--- src/rtl/ram_ctrl_pkg.sv ---
// Shared definitions for the RAM bus sequencer: FSM encoding, transceiver
// direction constants and wait-counter width.
package ram_ctrl_pkg;

   typedef enum logic [1:0] {
      IDLE    = 2'd0,
      SETUP   = 2'd1,
      ACCESS  = 2'd2,
      RECOVER = 2'd3
   } state_t;

   localparam logic DIR_A_TO_B = 1'b1;
   localparam logic DIR_B_TO_A = 1'b0;

   localparam int unsigned WAIT_W = 4;

endpackage

--- src/rtl/ram_bus_sequencer.sv ---
// Sequences single RAM accesses through a '245-style transceiver with
// guaranteed bus turnaround; all outputs are registered.
module ram_bus_sequencer
   import ram_ctrl_pkg::*;
#(
   parameter int ADDR_W      = 4,
   parameter int WAIT_STATES = 1
) (
   input  logic              clk,
   input  logic              rst,
   input  logic              req,
   input  logic              we,
   input  logic [ADDR_W-1:0] addr,
   input  logic [7:0]        wdata,
   output logic [7:0]        rdata,
   output logic              ack,
   output logic              busy,
   input  logic [7:0]        bus_a_in,
   output logic [7:0]        bus_a_out,
   output logic              bus_a_oe,
   output logic              xcvr_oe_n,
   output logic              xcvr_dir,
   output logic [ADDR_W-1:0] ram_addr,
   output logic              ram_ce_n,
   output logic              ram_we_n,
   output logic              ram_oe_n
);

   generate
      if (WAIT_STATES < 0 || WAIT_STATES > 15) begin : g_bad_wait
         $error("WAIT_STATES must be in 0..15");
      end
   endgenerate

   localparam logic [WAIT_W-1:0] LAST_WAIT = WAIT_W'(WAIT_STATES);

   state_t            state, next_state;
   logic [WAIT_W-1:0] wait_cnt;
   logic              lat_we;
   logic              we_eff;
   logic              ack_d, busy_d, bus_a_oe_d, xcvr_oe_n_d;
   logic              ram_ce_n_d, ram_we_n_d, ram_oe_n_d;

   // State register; outputs are registered from their next-state decode.
   always_ff @(posedge clk) begin
      if (rst) begin
         state     <= IDLE;
         wait_cnt  <= '0;
         lat_we    <= 1'b0;
         rdata     <= '0;
         ack       <= 1'b0;
         busy      <= 1'b0;
         bus_a_out <= '0;
         bus_a_oe  <= 1'b0;
         xcvr_oe_n <= 1'b1;
         xcvr_dir  <= DIR_B_TO_A;
         ram_addr  <= '0;
         ram_ce_n  <= 1'b1;
         ram_we_n  <= 1'b1;
         ram_oe_n  <= 1'b1;
      end else begin
         state    <= next_state;
         wait_cnt <= (state == ACCESS && next_state == ACCESS) ? wait_cnt + WAIT_W'(1) : '0;
         // Direction only moves on entry to SETUP, while the transceiver is disabled.
         if (state == IDLE && req) begin
            lat_we   <= we;
            ram_addr <= addr;
            xcvr_dir <= we ? DIR_A_TO_B : DIR_B_TO_A;
            if (we) bus_a_out <= wdata;
         end
         if (state == ACCESS && next_state == RECOVER && !lat_we) rdata <= bus_a_in;
         ack       <= ack_d;
         busy      <= busy_d;
         bus_a_oe  <= bus_a_oe_d;
         xcvr_oe_n <= xcvr_oe_n_d;
         ram_ce_n  <= ram_ce_n_d;
         ram_we_n  <= ram_we_n_d;
         ram_oe_n  <= ram_oe_n_d;
      end
   end

   always_comb begin
      next_state = state;
      case (state)
         IDLE:    if (req) next_state = SETUP;
         SETUP:   next_state = ACCESS;
         ACCESS:  if (wait_cnt == LAST_WAIT) next_state = RECOVER;
         RECOVER: next_state = IDLE;
         default: next_state = IDLE;
      endcase
   end

   // The access type for the upcoming cycle comes from the live input only when it is being accepted.
   always_comb begin
      we_eff      = (state == IDLE) ? we : lat_we;
      ack_d       = 1'b0;
      busy_d      = 1'b0;
      bus_a_oe_d  = 1'b0;
      xcvr_oe_n_d = 1'b1;
      ram_ce_n_d  = 1'b1;
      ram_we_n_d  = 1'b1;
      ram_oe_n_d  = 1'b1;
      case (next_state)
         SETUP: begin
            busy_d     = 1'b1;
            ram_ce_n_d = 1'b0;
            bus_a_oe_d = we_eff;
         end
         ACCESS: begin
            busy_d      = 1'b1;
            ram_ce_n_d  = 1'b0;
            xcvr_oe_n_d = 1'b0;
            if (we_eff) begin
               ram_we_n_d = 1'b0;
               bus_a_oe_d = 1'b1;
            end else begin
               ram_oe_n_d = 1'b0;
            end
         end
         RECOVER: begin
            busy_d     = 1'b1;
            ack_d      = 1'b1;
            ram_ce_n_d = 1'b0;
            if (we_eff) begin
               xcvr_oe_n_d = 1'b0;
               bus_a_oe_d  = 1'b1;
            end
         end
         default: ;
      endcase
   end

endmodule

--- config.mk ---
export PLATFORM = sky130hd
export DESIGN_NAME = ram_bus_sequencer
export DESIGN_NICKNAME = d
export VERILOG_FILES = /design/src/rtl/ram_ctrl_pkg.sv /design/src/rtl/ram_bus_sequencer.sv
export SDC_FILE = /design/constraint.sdc
export NUM_CORES = 1
export LEC_CHECK = 0
export ABC_CLOCK_PERIOD_IN_PS = 3100
export BUFFER_PORTS_ARGS = -buffer_cell sky130_fd_sc_hd__buf_2
export CAP_MARGIN = 0
export CORE_MARGIN = 1
export CORE_UTILIZATION = 47
export CTS_BUF_LIST = sky130_fd_sc_hd__clkbuf_16
export CTS_CLUSTER_DIAMETER = 50
export DETAILED_ROUTE_END_ITERATION = 7
export PLACE_DENSITY = 0.73
export SYNTH_ARGS = -nofsm -noshare
export SYNTH_HDL_FRONTEND = slang
export SYNTH_SLANG_ARGS = --single-unit
export TNS_END_PERCENT = 1
--- constraint.sdc ---
create_clock -name clk -period 3.1 [get_ports clk]
set_input_delay 0.465 -clock clk [delete_from_list [all_inputs] [get_ports clk]]
set_output_delay 0.465 -clock clk [all_outputs]
set_load 0.01 [all_outputs]
After elaboration in Yosys (flattened, before gate mapping):

Index checks and enable logic that the tools add are counted.

* register bits after elaboration: 35
* input port bits: 24
* output and inout port bits: 28
* word-level logic and storage cells: 47

* $add $sub $neg: 1
* equality and inequality tests: 7
* muxes and demuxes: 12
* bitwise operators: 2
* reductions and logical operators: 11

Operators with widths (number)
* $eq A2 B2 Y1 const B: 4
* $pmux W2 S4: 1
* $mux W1: 7
* $reduce_or A2 Y1: 3
* $add A4 B1 Y4 const B: 1
* $eq A2 B1 Y1 const B: 2
* $eq A4 B1 Y1 const B: 1
* $logic_and A1 B1 Y1: 4
* $mux W2: 2
* $pmux W1 S2: 2
* $reduce_or A3 Y1: 1
* $logic_not A2 Y1: 1
* $not A1 Y1: 2
* $reduce_and A2 Y1: 1
* $logic_not A1 Y1: 1

Depth between registers and ports, before layout:

* depth after elaboration: 7
* gate-level depth with buffers: 7
* gate-level depth less buffers: 5

Worst setup path after synthesis:

Ideal clock, no wire load.

* path type: register to register
* start: reg state[0]
* end: reg rdata[0]
* setup time: 0.072 ns
* arrival: 1.767 ns
* data required time: 3.028 ns
* slack: 1.261 ns
* stages on the path, launching flop included: 6
* path buffers: 0
* period minus slack after synthesis: 1.839 ns
* path through: dfxtp_1 > inv_1 > ha_1 > or4b_4 > a311oi_4 > mux2i_1

* cells in the longest elaborated chain, start to end: 5
* elaborated cells on any way between the ends: 10
* those cells by class: eq/ne: 4; mux: 3; reduce/logical: 3

Ends and longest elaborated chain
* start: declaration: line ram_bus_sequencer.sv:37 `state_t state, next_state;`
* start signal: assignment: line ram_bus_sequencer.sv:62 `state <= next_state;`
* $eq A2 B2 Y1 (tied with other cells): line ram_bus_sequencer.sv:84 `case (state)`
* $pmux W2 S4: line ram_bus_sequencer.sv:84
* $eq A2 B2 Y1: line ram_bus_sequencer.sv:71 `if (state == ACCESS && next_state == RECOVER && !lat_we) rdata <= bus_a_in;`
* $logic_and A1 B1 Y1 (*) (2 in a row): line ram_bus_sequencer.sv:71
* end signal: assignment: line ram_bus_sequencer.sv:71
* end: declaration: line ram_bus_sequencer.sv:15 `output logic [7:0] rdata,`

Every way passes the cells marked *; elsewhere a longest branch is shown, timed or not.
A chain may end at the register's enable or synchronous reset.

Worst setup path after layout:

* start: reg state[0]
* end: reg rdata[5]

The elaborated chain is that of the path after synthesis.

==> run_results.csv <==
group,metric,value,unit
floorplan,start_util,0.498,
yosys,synth-compound-area-share,0.0976,
placed_design,place_congestion,0.721,
sta,fmax,0.444,GHz
sta,finalHoldViolCount,0,
clock_tree,clock_latency,270,ps
yosys,yosys_warnings,0,
floorplan,die-area,0.00317,sq mm
global_route,antenna_found_initial,0,
placed_design,place.detailed.hpwl,2050,microns
routing,drc_errors,0,
global_route,grt_pass1_vias,1107,
sta,rsz0062_at_grt,"false",
clock_tree,cts_setup_buffers,0,
clock_tree,cts_hold_buffers,0,
yosys,synth_top_family_by_area,"simple AND/OR/NAND/NOR gates",
setup_path,worstPathArrival,2450,ps
global_route,overflow,0,
yosys,synth_xor_area_frac,0.0127,
yosys,synth.area.top_cells,"dfxtp_1, or2b_2, mux2i_1",
flow_run,max_cap_violations,0,
min_path,hp-class,"input port to register",
layout,area_delta_synth_final,27.9,%
layout,drive_gt1_frac,0.395,
routing,vias,1116,
routing,wire_per_inst,13.0,microns
yosys,netlist_area,0.00138,sq mm
yosys,synth_cell_types,27,
layout,n_fill_cell,241,
yosys,muxShareOfSynthArea,0.0732,
sta,max_slew_margin,0.568,
yosys,yosys.area.top_type_share,0.492,
yosys,synth-seq-cells,34,
routing,drt-pass1-iter-count,4,
setup_path,critPathCaptureType,"register",
sta,worst_slew_pin_slew,648,ps
layout,multi_input_area,641,sq um
yosys,yosysSeqAreaShare,0.492,
clock_tree,cts_sinks,34,
yosys,async_reset_ff_frac,0,
floorplan,dieWidth,56.3,microns
floorplan,num_rows,19,
sta,drv_slew,0,
global_route,grt_pass1_wl,4630,microns
clock_tree,clk_path_buf_depth,2,
setup_path,path_buf_inv,1,
layout,ff_latch_area,681,sq um
floorplan,io_pins,52,
sta,finalCritPeriodShare,0.727,
floorplan,die_h,56.3,microns
routing,wl,2860,microns
power,vdd_drop_max,0.000560,V
setup_path,cp-start-kind,"register",
setup_path,crit_type,"register to register",
clock_tree,clock-root-buffer,"clkbuf_16",
setup_path,critical_path_required,3300,ps
clock_tree,cts_tree,"built",
clock_tree,cts.repair.resized,0,
yosys,synth_cells,137,
yosys,synth_simple_gate_area_frac,0.243,
yosys,synth_edf_count,0,
sta,post-route-min-period,2250,ps
setup_path,slowest_stage,"or4b_4",
layout,nNetsFinal,217,
yosys,avgSynthCellArea,10.1,sq um
setup_path,slowest_delay,560,ps
power,leakagePower,0.000805,uW
layout,diodes,0,
status,outcome,"completed",
yosys,synth_nets,165,
floorplan,core,0.00278,sq mm
setup_path,cp_top_family,"simple AND/OR/NAND/NOR gates",
sta,finClkSkew,3.47,ps
power,powerDensity,635,mW/mm^2
layout,post-route-util,0.637,
power,fin_total_pwr,1120,uW
yosys,synth_fa_ha_area_frac,0.0362,
yosys,netlist.top_cell.by_area,"dfxtp_1",
clock_tree,numCtsBuffers,5,
setup_path,path_cells,"inv_1 > ha_1 > or4b_4 > a311oi_4 > mux2i_1",
routing,vias_per_cell,5.05,
clock_tree,h-tree-depth,2,
global_route,gr-usage-all-layers,0.190,
placed_design,numPortBuffers,51,
routing,drt_iter0_markers,57,
yosys,synthFlopType,"dfxtp_1",
clock_tree,clk_pin_slew,50,ps
routing,postRouteAntennaNets,0,
sta,setup_viol,0,
setup_path,cp_max_fo,11,
global_route,grt_max_degree,36,
sta,fin_tns_setup,0,ps
==> tightest hold or removal path: stages <==
cell,delay [ps]
buf_2,100
nand2_1,40
a21oi_1,50
==> path summary, 6_finish.rpt <==
check | to | slack [ps] | cells past startpoint | from
worst max-delay path | rdata[5] | 850 | 5 | state[0]
worst min-delay path | bus_a_out[7] | 430 | 3 | wdata[7]
worst max register to register | rdata[5] | 850 | 5 | state[0]
worst min register to register | bus_a_out[7] | 450 | 2 | bus_a_out[7]
==> synthesized netlist by cell type (3+ instances only) <==
cell type	instances
dfxtp_1	34
mux2i_1	9
inv_1	5
a21oi_1	14
ha_1	4
nand2_1	21
nor2_1	3
nand3_1	8
clkbuf_1	3
or2b_2	15
==> per-layer routing <==
layer | track usage | wire length, microns | part of all wire
met4 | 0.0627 | 55 | 0.019
met3 | 0.0806 | 125 | 0.044
met5 | 0 | 0 | 0
met2 | 0.323 | 1440 | 0.50
met1 | 0.214 | 1240 | 0.43
==> flip-flops by register name, summed over array words and instances, names as in the netlist, 2 cells and up <==
signal,count
rdata,8
wait_cnt,4
bus_a_out,8
ram_addr,4
state,2
==> logic make-up after synthesis <==
family                   Yosys count
XOR/XNOR                           2
adder cells (fa/ha/maj)            4
AND/OR/NAND/NOR                   56
multiplexers                      10
buffers and inverters             11
AO/OA/AOI/OAI                     20
flip-flops                        34
==> area by class of cell <==
cell class | count | area share
clock inverter | 3 | 0.00636
clock buffer | 5 | 0.0707
inverter | 5 | 0.0106
multi-input combinational | 92 | 0.362
timing repair buffer | 51 | 0.144
sequential | 34 | 0.384
tap | 31 | 0.0219
==> power breakdown <==
part	internal, uW	switching, uW	total [uW]
clock network	288	167	455
registers	471	13.6	485
logic	73.6	111	185
==> stage by stage <==
step           instances  instance area (sq um)  hold slack (ps)  worst slack [ps]
2_1_floorplan        137                   1380              478              1260
3_3_place_gp         213                   1630              438              1000
3_5_place_dp         213                   1630              447               876
4_1_cts              221                   1770              426               846
5_1_grt              221                   1770              444               719
6_report             221                   1770              425               847
==> layout by cell type (no fill, tap or decap), types with 2 or more instances in the layout <==
| cell | instances |
|---|---|
| a21oi_1 | 14 |
| and4_1 | 2 |
| and4b_1 | 2 |
| buf_2 | 51 |
| clkbuf_16 | 5 |
| clkinv_1 | 3 |
| dfxtp_1 | 34 |
| ha_1 | 4 |
| inv_1 | 5 |
| mux2i_1 | 9 |
| nand2_1 | 21 |
| nand2b_1 | 2 |
| nand3_1 | 8 |
| nor2_1 | 3 |
| or2b_2 | 15 |
Note: power is estimated with default switching activity, not from simulation.
